### src/rtl/router_pkt_tx_if.sv
// Bundle for router_pkt_tx: upstream FIFO/command side and router-facing byte stream.
interface router_pkt_tx_if;
    logic       wr_en;
    logic [7:0] wr_data;
    logic       fifo_full;
    logic [6:0] fifo_count;
    logic       cmd_valid;
    logic [1:0] cmd_addr;
    logic [5:0] cmd_len;
    logic       cmd_corrupt;
    logic       cmd_ready;
    logic       cmd_err;
    logic       busy;
    logic       pkt_valid;
    logic [7:0] data_out;
    logic       tx_active;
    logic       tx_done;

    // master: upstream writer plus the router's busy; slave: the transmitter itself
    modport master (
        output wr_en, wr_data, cmd_valid, cmd_addr, cmd_len, cmd_corrupt, busy,
        input  fifo_full, fifo_count, cmd_ready, cmd_err, pkt_valid, data_out, tx_active,
               tx_done
    );

    modport slave (
        input  wr_en, wr_data, cmd_valid, cmd_addr, cmd_len, cmd_corrupt, busy,
        output fifo_full, fifo_count, cmd_ready, cmd_err, pkt_valid, data_out, tx_active,
               tx_done
    );
endinterface

### src/rtl/router_pkt_tx.sv
// Packet source for one router input: buffers payload bytes, then frames
// header / payload / parity towards the router, stalling on busy.
module router_pkt_tx #(
    parameter int unsigned DEPTH    = 64,
    parameter int unsigned IDLE_GAP = 1
) (
    input logic            clk,
    input logic            resetn,
    router_pkt_tx_if.slave bus
);
    localparam int unsigned PtrW    = $clog2(DEPTH);
    localparam int unsigned CntW    = PtrW + 1;
    localparam logic [3:0]  GapLast = (IDLE_GAP == 0) ? 4'd0 : 4'(IDLE_GAP - 1);

    typedef enum logic [2:0] {
        StIdle, StWaitData, StHeader, StPayload, StParity, StGap
    } state_e;

    state_e          state_q, state_d;
    logic [7:0]      mem [DEPTH];
    logic [PtrW-1:0] wptr_q, rptr_q;
    logic [CntW-1:0] count_q, count_d;
    logic            full_q;
    logic [1:0]      addr_q, addr_d;
    logic [5:0]      len_q, len_d;
    logic            corrupt_q, corrupt_d;
    logic [7:0]      parity_q, parity_d;
    logic [5:0]      rem_q, rem_d;
    logic [3:0]      gap_q, gap_d;
    logic            pkt_valid_q, pkt_valid_d;
    logic [7:0]      data_q, data_d;
    logic            cmd_err_q, cmd_err_d;
    logic            tx_done_q, tx_done_d;
    logic            tx_active_q;
    logic            push, pop;

    // A write while full is dropped even when a pop frees a slot in the same cycle.
    assign push    = bus.wr_en && (count_q != CntW'(DEPTH));
    assign count_d = count_q + CntW'(push) - CntW'(pop);

    always_comb begin
        state_d     = state_q;
        addr_d      = addr_q;
        len_d       = len_q;
        corrupt_d   = corrupt_q;
        parity_d    = parity_q;
        rem_d       = rem_q;
        gap_d       = gap_q;
        pkt_valid_d = pkt_valid_q;
        data_d      = data_q;
        cmd_err_d   = 1'b0;
        tx_done_d   = 1'b0;
        pop         = 1'b0;

        unique case (state_q)
            StIdle: begin
                pkt_valid_d = 1'b0;
                if (bus.cmd_valid) begin
                    if (bus.cmd_addr == 2'd3 || bus.cmd_len == 6'd0) begin
                        cmd_err_d = 1'b1;
                    end else begin
                        addr_d    = bus.cmd_addr;
                        len_d     = bus.cmd_len;
                        corrupt_d = bus.cmd_corrupt;
                        state_d   = StWaitData;
                    end
                end
            end
            StWaitData: begin
                // Whole payload must be buffered so the packet never bubbles.
                if (count_q >= CntW'(len_q)) begin
                    data_d      = {len_q, addr_q};
                    parity_d    = {len_q, addr_q};
                    pkt_valid_d = 1'b1;
                    rem_d       = len_q;
                    state_d     = StHeader;
                end
            end
            StHeader, StPayload: begin
                if (!bus.busy) begin
                    if (rem_q != 6'd0) begin
                        pop      = 1'b1;
                        data_d   = mem[rptr_q];
                        parity_d = parity_q ^ mem[rptr_q];
                        rem_d    = rem_q - 6'd1;
                        state_d  = StPayload;
                    end else begin
                        data_d      = parity_q ^ {8{corrupt_q}};
                        pkt_valid_d = 1'b0;
                        state_d     = StParity;
                    end
                end
            end
            StParity: begin
                if (!bus.busy) begin
                    tx_done_d = 1'b1;
                    data_d    = 8'h00;
                    gap_d     = 4'd0;
                    state_d   = (IDLE_GAP == 0) ? StIdle : StGap;
                end
            end
            StGap: begin
                if (gap_q == GapLast) begin
                    state_d = StIdle;
                end else begin
                    gap_d = gap_q + 4'd1;
                end
            end
            default: state_d = StIdle;
        endcase
    end

    always_ff @(posedge clk) begin
        if (!resetn) begin
            state_q     <= StIdle;
            wptr_q      <= '0;
            rptr_q      <= '0;
            count_q     <= '0;
            full_q      <= 1'b0;
            addr_q      <= 2'd0;
            len_q       <= 6'd0;
            corrupt_q   <= 1'b0;
            parity_q    <= 8'h00;
            rem_q       <= 6'd0;
            gap_q       <= 4'd0;
            pkt_valid_q <= 1'b0;
            data_q      <= 8'h00;
            cmd_err_q   <= 1'b0;
            tx_done_q   <= 1'b0;
            tx_active_q <= 1'b0;
        end else begin
            state_q     <= state_d;
            wptr_q      <= wptr_q + PtrW'(push);
            rptr_q      <= rptr_q + PtrW'(pop);
            count_q     <= count_d;
            full_q      <= (count_d == CntW'(DEPTH));
            addr_q      <= addr_d;
            len_q       <= len_d;
            corrupt_q   <= corrupt_d;
            parity_q    <= parity_d;
            rem_q       <= rem_d;
            gap_q       <= gap_d;
            pkt_valid_q <= pkt_valid_d;
            data_q      <= data_d;
            cmd_err_q   <= cmd_err_d;
            tx_done_q   <= tx_done_d;
            tx_active_q <= (state_d != StIdle);
        end
    end

    always_ff @(posedge clk) begin
        if (push) begin
            mem[wptr_q] <= bus.wr_data;
        end
    end

    assign bus.fifo_full  = full_q;
    assign bus.fifo_count = 7'(count_q);
    assign bus.cmd_ready  = (state_q == StIdle);
    assign bus.cmd_err    = cmd_err_q;
    assign bus.pkt_valid  = pkt_valid_q;
    assign bus.data_out   = data_q;
    assign bus.tx_active  = tx_active_q;
    assign bus.tx_done    = tx_done_q;
endmodule

### src/flat_wrapper.sv
// flat-port wrapper written by rule: the top's interface ports become plain ports
module router_pkt_tx_flat 
#(
    parameter int unsigned DEPTH    = 64,
    parameter int unsigned IDLE_GAP = 1
)
  (clk, resetn, bus_wr_en, bus_wr_data, bus_cmd_valid, bus_cmd_addr, bus_cmd_len, bus_cmd_corrupt, bus_busy, bus_fifo_full, bus_fifo_count, bus_cmd_ready, bus_cmd_err, bus_pkt_valid, bus_data_out, bus_tx_active, bus_tx_done);
  router_pkt_tx_if bus_i ();
  input logic clk;
  input logic resetn;
  input wire logic [$bits(bus_i.wr_en)-1:0] bus_wr_en;
  input wire logic [$bits(bus_i.wr_data)-1:0] bus_wr_data;
  input wire logic [$bits(bus_i.cmd_valid)-1:0] bus_cmd_valid;
  input wire logic [$bits(bus_i.cmd_addr)-1:0] bus_cmd_addr;
  input wire logic [$bits(bus_i.cmd_len)-1:0] bus_cmd_len;
  input wire logic [$bits(bus_i.cmd_corrupt)-1:0] bus_cmd_corrupt;
  input wire logic [$bits(bus_i.busy)-1:0] bus_busy;
  output wire logic [$bits(bus_i.fifo_full)-1:0] bus_fifo_full;
  output wire logic [$bits(bus_i.fifo_count)-1:0] bus_fifo_count;
  output wire logic [$bits(bus_i.cmd_ready)-1:0] bus_cmd_ready;
  output wire logic [$bits(bus_i.cmd_err)-1:0] bus_cmd_err;
  output wire logic [$bits(bus_i.pkt_valid)-1:0] bus_pkt_valid;
  output wire logic [$bits(bus_i.data_out)-1:0] bus_data_out;
  output wire logic [$bits(bus_i.tx_active)-1:0] bus_tx_active;
  output wire logic [$bits(bus_i.tx_done)-1:0] bus_tx_done;
  assign bus_i.wr_en = bus_wr_en;
  assign bus_i.wr_data = bus_wr_data;
  assign bus_i.cmd_valid = bus_cmd_valid;
  assign bus_i.cmd_addr = bus_cmd_addr;
  assign bus_i.cmd_len = bus_cmd_len;
  assign bus_i.cmd_corrupt = bus_cmd_corrupt;
  assign bus_i.busy = bus_busy;
  assign bus_fifo_full = bus_i.fifo_full;
  assign bus_fifo_count = bus_i.fifo_count;
  assign bus_cmd_ready = bus_i.cmd_ready;
  assign bus_cmd_err = bus_i.cmd_err;
  assign bus_pkt_valid = bus_i.pkt_valid;
  assign bus_data_out = bus_i.data_out;
  assign bus_tx_active = bus_i.tx_active;
  assign bus_tx_done = bus_i.tx_done;
  router_pkt_tx #(.DEPTH(DEPTH), .IDLE_GAP(IDLE_GAP)) u_core (.clk(clk), .resetn(resetn), .bus(bus_i));
endmodule
### config.mk
export PLATFORM = sky130hd
export DESIGN_NAME = router_pkt_tx_flat
export DESIGN_NICKNAME = d
export VERILOG_FILES = /design/src/rtl/router_pkt_tx_if.sv /design/src/rtl/router_pkt_tx.sv /design/src/flat_wrapper.sv
export SDC_FILE = /design/constraint.sdc
export NUM_CORES = 1
export LEC_CHECK = 0
export ABC_AREA = 1
export CORE_ASPECT_RATIO = 0.9
export CORE_MARGIN = 1.5
export CORE_UTILIZATION = 35
export DETAILED_ROUTE_END_ITERATION = 10
export GPL_ROUTABILITY_DRIVEN = 0
export HOLD_SLACK_MARGIN = 0.02
export PLACE_DENSITY = 0.59
export SYNTH_ARGS = -nofsm -noshare
export SYNTH_HDL_FRONTEND = slang
export SYNTH_SLANG_ARGS = --single-unit
### constraint.sdc
create_clock -name clk -period 7.1 [get_ports clk]
set_clock_uncertainty 0.2 [all_clocks]
set_input_delay 0.71 -clock clk [delete_from_list [all_inputs] [get_ports clk]]
set_output_delay 0.71 -clock clk [all_outputs]
set_load 0.1 [all_outputs]
After elaboration in Yosys (flattened, before gate mapping)
Memories as Yosys holds them, arrays and structs flattened. A register that Yosys moved wholly into a read port is not among the register bits.
Cells that the tools add are included.
{"block": "op_classes", "addsub": 6, "magnitude_cmp": 1, "eq_ne": 14, "mux": 35, "bitwise": 3, "reduce_logical": 19}
{"op": "8-bit 2-to-1 mux", "count": 6}
{"op": "6-bit 2-to-1 mux", "count": 4}
{"op": "8-bit case mux with 3 select lines", "count": 1}
{"op": "3-bit 2-to-1 mux", "count": 7}
{"op": "8-bit case mux with 2 select lines", "count": 1}
{"op": "8-bit bitwise XOR", "count": 2}
{"op": "3-bit case mux with 5 select lines", "count": 1}
{"op": "6-bit by 1-bit adder with 6-bit output", "count": 2}
{"op": "6-bit case mux with 2 select lines", "count": 1}
{"op": "4-bit AND reduction", "count": 3}
{"op": "1-bit 2-to-1 mux", "count": 10}
{"op": "3-bit AND reduction", "count": 3}
{"op": "3-bit nonzero test", "count": 3}
{"op": "4-bit 2-to-1 mux", "count": 2}
{"op": "2-bit inequality test (second input constant)", "count": 4}
{"op": "4-bit case mux with 2 select lines", "count": 1}
{"op": "7-bit by 1-bit adder with 7-bit output", "count": 1}
{"op": "7-bit == test (second input constant)", "count": 1}
{"op": "7-bit by 6-bit >= comparator with 1-bit output", "count": 1}
{"op": "7-bit inequality test (second input constant)", "count": 1}
{"op": "7-bit by 1-bit subtractor with 7-bit output", "count": 1}
{"op": "3-bit by 2-bit == test with 1-bit output (second input constant)", "count": 2}
{"op": "3-bit == test (second input constant)", "count": 2}
{"op": "6-bit zero test", "count": 1}
{"op": "15 further kinds", "count": 17}
{"block": "totals", "ff_bits": 62, "ramBits": 512, "input_bits": 22, "elab_cells": 95, "mem_count": 1}
{"memory": "u_core.mem", "depth": 64, "word_bits": 8, "read_ports": 1, "rd_clocked_by_memory_dff": 1, "wr": 1, "line": "router_pkt_tx.sv:20", "source": "logic [7:0] mem [DEPTH];"}

Longest topological paths before layout
Gate-level depths: netlist of run 1.
{"block": "depth", "depth_word": 6, "depth_mapped": 20}

Worst setup path after synthesis of run 1
No wires, ideal clock.
{"block": "synth_timing", "path_kind": "register to register", "startpoint": "register u_core.count_q[6], in the netlist u_core.bus.fifo_count[6]", "endpoint": "register u_core.full_q, in the netlist u_core.bus.fifo_full", "setup_time_ns": 0.078, "t_arrival_ns": 3.009, "required_time_ns": 6.822, "setup_slack_ns": 3.814, "path_stages_with_launch": 14, "synth_period_minus_slack_ns": 3.286, "cell_sequence": "dfxtp_1 -> inv_1 -> o31a_1 -> clkbuf_1 -> ha_1 -> fa_1 -> nand3_1 -> nand2_1 -> nand2_1 -> nand2_1 -> a21oi_1 -> or2_2 -> nand3_1 -> nor3_1"}
{"block": "synth_via", "elab_chain_cells": 5}
{"item": "start: declaration", "line": "router_pkt_tx.sv:22", "source": "logic [CntW-1:0] count_q, count_d;"}
{"item": "start signal: assignment", "line": "router_pkt_tx.sv:135", "source": "count_q <= count_d;"}
{"item": "7-bit inequality test", "line": "router_pkt_tx.sv:38", "source": "assign push = bus.wr_en && (count_q != CntW'(DEPTH));"}
{"item": "1-bit logical AND", "line": "router_pkt_tx.sv:38"}
{"item": "7-bit by 1-bit adder with 7-bit output (*)", "line": "router_pkt_tx.sv:39", "source": "assign count_d = count_q + CntW'(push) - CntW'(pop);"}
{"item": "7-bit by 1-bit subtractor with 7-bit output (*)", "line": "router_pkt_tx.sv:39"}
{"item": "7-bit == test (*)", "line": "router_pkt_tx.sv:136", "source": "full_q <= (count_d == CntW'(DEPTH));"}
{"item": "end signal: assignment", "line": "router_pkt_tx.sv:136"}
{"item": "end: declaration", "line": "router_pkt_tx.sv:23", "source": "logic full_q;"}
Every way passes the cells marked *; elsewhere a longest branch is shown, timed or not.
A chain may end at the register's enable or synchronous reset.

==> flow_summary.toml, run 1 <==
[pwr]
cellPowerDensity_nw_per_um2 = 317
p_leak_nw = 9.86
max-vdd-ir-drop_uv = 185

[synthesis]
ys.flop_type = "edfxtp_1"
ys_seq_area_share_pct = 68.2
ys_ff_latch = 574
postSynthCellCount = 2306
synth_nets = 2349
syn_area_um2 = 24300
async_flop_share_pct = 0
synth_cell_type_count = 34
syn_area_per_cell_um2 = 10.6
synth_warnings = 0
synth_edf_count = 512

[min_path]
hp-class = "register to register"

[clocking]
clk_pin_slew_ps = 60
post-cts-setup-buffer-count = 0
cts_tree = "done"
cts_sinks = 574
cts.path.max_buffers = 3
insertion_delay_ps = 620
root_buffer = "clkbuf_16"
cts_made_buffers = 58
ctsResizeCount = 0
hold_buffers = 0
htreeDepth = 2

[drt]
drt_iter0_markers = 1745
maxUsedRoutingLayer = "met4"
first_pass_iters = 5
wl_per_cell_um = 19.5
wirelength_met1_um = 27800
drc_errors = 0
dr_wl_met3_um = 4300
dr_total_vias = 16700
drt_wl_total_um = 63900
vias_per_cell = 5.10
antenna_left = 0
met2_wirelength_um = 30100

[timing]
holdWs_ps = 274
fin_setup_tns_ps = 0
hold_viol = 0
maxSlewViolCount = 0
period_minus_slack_ps = 3790
period_share_pct = 53.4
fmax_mhz = 264
rsz0062_at_grt = "false"
tightest_slew_ps = 1160
final-setup-viol-count = 0
timing.slew.headroom_pct = 22.7
layout_setup_ws_ps = 3310

[finish]
antenna_cells = 0
drive_gt1_share_pct = 5.06
fin_area_um2 = 27400
n_fill_cell = 6567
nNetsFinal = 2351
area_delta_synth_final_pct = 12.3
layout_common_cells = "nand2_1 (523), edfxtp_1 (512), nor2_1 (384), nand3_1 (251), o21ai_0 (157)"
final_common_cell = "nand2_1"

[setup_path]
path_class = "register to register"
cp-end-kind = "register"
crit_fanout = 105
required_ps = 7370
arrival_ps = 4060
worst_setup_path_start_kind = "register"

[run]
max-cap-violations = 0

[global_routing]
grt_pass1_wl_um = 96000
grt_pass1_vias = 16300
grt_max_degree = 106
antenna_found_initial = 0
gr-total-overflow = 0
track_usage_pct = 17.9

[placed_design]
dp_slack_ps = 2930
placed_area_um2 = 25400
numPortBuffers = 42
hpwl_um = 37600

[floorplan]
dieArea_um2 = 71200
rows = 91
die_y_um = 253
core_um2 = 68700
ios = 43
die_width_um = 281
initial_core_util_pct = 35.5

[outcome]
status = "completed"
[cell families after synthesis]
group	share of synthesized area (%)
compound gates	5.77
xor+xnor	0.612
fa+ha+maj	1.11
buf+inv	4.41
flops	68.2
simple gates	19.9
[layout make-up]
class	count	area, um^2	area share [%]
clock buffers	71	1500	5.48
inverters	117	445	1.63
flip-flops and latches	574	16600	60.8
clock inverters	34	433	1.58
multi-input cells	1495	6660	24.3
well taps	930	1160	4.25
repair buffers	62	531	1.94
[state kept, by name, indices dropped and copies added (netlist names), 2 cells and up]
| register | flops |
|---|---|
| u_core.gap_q | 4 |
| u_core.bus.fifo_count | 7 |
| u_core.bus.data_out | 8 |
| u_core.wptr_q | 6 |
| u_core.rptr_q | 6 |
| u_core.state_q | 3 |
| u_core.mem | 512 |
| u_core.rem_q | 6 |
| u_core.len_q | 6 |
| u_core.parity_q | 8 |
| u_core.addr_q | 2 |
[per-layer routing]
layer  GRT usage [%]  vias up
met5               0        -
met4            6.02        0
met3            2.89       98
met2            29.2      585
met1            24.2     8181
li1                -     7885
[worst max-delay path, stage by stage (launching register included)]
cell and delay [ps]:
dfxtp_4 580, inv_6 650, buf_4 770, nand2_1 130, nand3_1 120, a21oi_1 100
nor2_1 310, nand2_1 130, nand3_1 210, nand2_1 120, nand2_1 70, nand2_1 70
nand2_1 70, a21oi_1 60
[metrics by stage]
step	instances	utilization [%]	power, mW
floorplan	2306	-	5.18
global placement	3178	37.0	5.56
detailed placement	3178	37.0	5.60
CTS	3283	39.8	8.73
global route	3283	39.8	9.05
finish	3283	39.8	8.68
[report_power, final]
| part | internal, mW | total, mW | switching [mW] | leakage (nW) |
|---|---|---|---|---|
| Combinational | 0.459 | 1.63 | 1.17 | 3.80 |
| Clock | 1.86 | 3.14 | 1.28 | 0.943 |
| Sequential | 3.80 | 3.91 | 0.114 | 5.11 |
[synth_stat cells, types with 8 or more instances]
master	count	area share, %
o21ai_1	12	0.25
nand2_1	523	8.1
nor2_1	384	5.9
buf_6	16	0.74
buf_2	42	0.86
dfxtp_1	62	5.1
nand4_1	13	0.33
o211ai_1	9	0.28
o21ai_0	157	3.2
nand3_1	251	5.2
ha_1	20	1.0
nor3_1	8	0.16
a21oi_1	84	1.7
clkbuf_1	42	0.65
edfxtp_1	512	63
inv_1	112	1.7
buf_1	19	0.29
xnor2_1	10	0.36
[final timing paths]
check / from / endpoint / slack, ps / depth (start not counted)
min reg2reg: u_core.bus.pkt_valid$_SDFFE_PN0P_ / u_core.bus.pkt_valid$_SDFFE_PN0P_ / 270 / 2
min: u_core.bus.pkt_valid$_SDFFE_PN0P_ / u_core.bus.pkt_valid$_SDFFE_PN0P_ / 270 / 2
max: u_core.rptr_q[0]$_SDFF_PN0_ / u_core.bus.data_out[1]$_SDFFE_PN0P_ / 3310 / 13
max reg2reg: u_core.rptr_q[0]$_SDFF_PN0_ / u_core.bus.data_out[1]$_SDFFE_PN0P_ / 3310 / 13
No activity file was read; power rests on OpenSTA's default activity.
==> inputs of run 2 (changes only) <==
--- a/config.mk
+++ b/config.mk
@@ -12,7 +12,7 @@
 export DETAILED_ROUTE_END_ITERATION = 10
 export GPL_ROUTABILITY_DRIVEN = 0
 export HOLD_SLACK_MARGIN = 0.02
-export PLACE_DENSITY = 0.59
+export PLACE_DENSITY = 0.61
 export SYNTH_ARGS = -nofsm -noshare
 export SYNTH_HDL_FRONTEND = slang
 export SYNTH_SLANG_ARGS = --single-unit
==> constraint.sdc (replaced) <==
create_clock -name clk -period 3.4 [get_ports clk]
set_clock_uncertainty 0.2 [all_clocks]
set_input_delay 0.34 -clock clk [delete_from_list [all_inputs] [get_ports clk]]
set_output_delay 0.34 -clock clk [all_outputs]
set_load 0.1 [all_outputs]
==> run 2 against run 1 <==
Sequential share of layout area down 1.8 points. Maximum frequency rose by 23%. Critical path depth rose by 8. Combinational power up 120%. First-iteration DRC count fell by 8.8%. Count of clock-buffer cells in the layout shrank 4. Via count grew 1.4%. Non-clock buffer count up 91. Critical path type unchanged. Die area is the same. Worst setup slack worse by 3000 ps. Largest cell class unchanged. Sequential cell count stayed put.
==> flow_summary.toml, run 2 (same netlist as run 1, synthesis figures left out) <==
[outcome]
status = "completed"

[global_routing]
gr-total-overflow = 0
use_met1_pct = 25.1
busiest_layer = "met2"
use_met3_pct = 2.56
grt_pass1_wl_um = 98600
grt_pass1_vias = 16700
met2_usage_pct = 28.9
track_usage_pct = 18.1
grt_max_degree = 111
antenna_found_initial = 1

[timing]
timing.slew.headroom_pct = 29.9
period_share_pct = 90.6
fmax_mhz = 325
fin_setup_tns_ps = 0
layout_setup_ws_ps = 319
maxSlewViolCount = 0
period_minus_slack_ps = 3080
tightest_slew_ps = 1050
final-setup-viol-count = 0
hold_viol = 0
rsz0062_at_grt = "false"

[setup_path]
crit_path_cell_trace = "inv_2 > ha_1 > inv_1 > nor3_4 > nand3_1 > nand2_1 > clkinv_1 > buf_4 > nand2_1 > nand2_1 > nand2_1 > ha_2 > fa_2 > nand3_1 > nand2_1 > nand2_1 > nand2_1 > a21oi_1 > or2_2 > nand3_1 > nor3_2"
required_ps = 3700
critPathTopFamily = "simple AND/OR/NAND/NOR gates"
crit_fanout = 9
arrival_ps = 3380
path_class = "register to register"
worst-path-buf-inv = 4
worst_setup_path_start_kind = "register"
cpPeakStageDelay_ps = 320
cp-end-kind = "register"
cp_slowest_cell = "dfxtp_1"
crit_top_cell = "nand2_1"

[pwr]
cellPowerDensity_nw_per_um2 = 648
internal_power_mw = 12.8
p_comb_share_pct = 19.5
p_clk_share_pct = 35.9
swShare_pct = 30.0
seqPwrFrac_pct = 44.6
p_sw_mw = 5.47
p_leak_nw = 10.4
max-vdd-ir-drop_uv = 399

[clocking]
htreeDepth = 2
cts_made_buffers = 57
root_buffer = "clkbuf_16"
insertion_delay_ps = 630
cts.path.max_buffers = 3
cts_sinks = 574
clk_pin_slew_ps = 70
cts_tree = "done"
post-cts-setup-buffer-count = 0

[floorplan]
core_um2 = 68700
ios = 43
rows = 91
initial_core_util_pct = 35.5
die_width_um = 281
die_y_um = 253
dieArea_um2 = 71200

[drt]
vias_per_cell = 5.03
first_pass_iters = 5
antenna_left = 0
drt_iter0_markers = 1592
drt_wl_total_um = 63900
dr_total_vias = 17000
drc_errors = 0
wl_per_cell_um = 18.9

[finish]
n_fill_cell = 6443
seq_area_um2 = 16600
drive_gt1_share_pct = 9.15
layout_common_cells = "nand2_1 (523), edfxtp_1 (512), nor2_1 (384), nand3_1 (250), o21ai_0 (157)"
fin_area_um2 = 28200
area_delta_synth_final_pct = 15.8
top_register = "u_core.mem"
post-route-util_pct = 41.1
final_common_cell = "nand2_1"
antenna_cells = 0
nNetsFinal = 2441
largest_register_ffs = 512
multi_input_area_um2 = 6680

[min_path]
hp-class = "input pin to register"

[run]
max-cap-violations = 0

[placed_design]
dp_slack_ps = 43.2
numPortBuffers = 42
placed_area_um2 = 26200
hpwl_um = 39900
[run 2: what timing repair did]
item / in CTS / in global routing
endpoints found under the hold margin: 27 / 0
resized for setup: 0 / 7
endpoints found under the setup margin: 0 / 2
hold buffers: 2 / 0
[run 2: worst paths after layout]
path                                                          end  cells past startpoint  slack (ps)                               from
worst max-delay path              u_core.bus.fifo_full$_SDFF_PN0_                     21         320       u_core.rem_q[0]$_SDFFE_PN0P_
worst min-delay path                  u_core.mem[41][2]$_DFFE_PP_                      2          80                     bus_wr_data[2]
worst max register to register    u_core.bus.fifo_full$_SDFF_PN0_                     21         320       u_core.rem_q[0]$_SDFFE_PN0P_
worst min register to register  u_core.bus.pkt_valid$_SDFFE_PN0P_                      2         270  u_core.bus.pkt_valid$_SDFFE_PN0P_
[run 2: layout make-up]
cell class | instances | area share [%]
clock buffers | 67 | 5.26
repair buffers | 153 | 4.71
well taps | 930 | 4.13
inverters | 117 | 1.58
flip-flops and latches | 574 | 59.0
multi-input cells | 1495 | 23.7
clock inverters | 41 | 1.63
[run 2: power by group through the flow]
stage                     Combinational (mW)  Sequential (mW)  Clock, mW
after floorplan                         2.03             8.79          0
after global placement                  3.44             8.27          0
after detailed placement                3.51             8.28          0
after CTS                               3.53             8.14       6.66
after global routing                    3.95             8.17       6.93
final                                   3.56             8.14       6.55
[run 2: metal layers]
layer	vias up	part of all wire, %
li1	8065	-
met1	8251	44
met2	565	46
met3	108	6.4
met4	0	3.2
met5	-	0
[run 2: per-stage QoR]
step / cells / total power, mW / hold WS (ps)
floorplan: 2306 / 10.8 / 239
global placement: 3267 / 11.7 / 256
detailed placement: 3267 / 11.8 / 263
CTS: 3377 / 18.3 / 47.9
global route: 3377 / 19.1 / 64.7
finish: 3377 / 18.3 / 81.2
[run 2: worst reg2reg max path: cells and delay by family (launching register included)]
family                     cells  cell delay (ps)
AOI/OAI and AO/OA              1               60
and+or+nand+nor               13             1310
buffers and inverters          4              480
DFF                            1              320
adders and majority gates      3              610
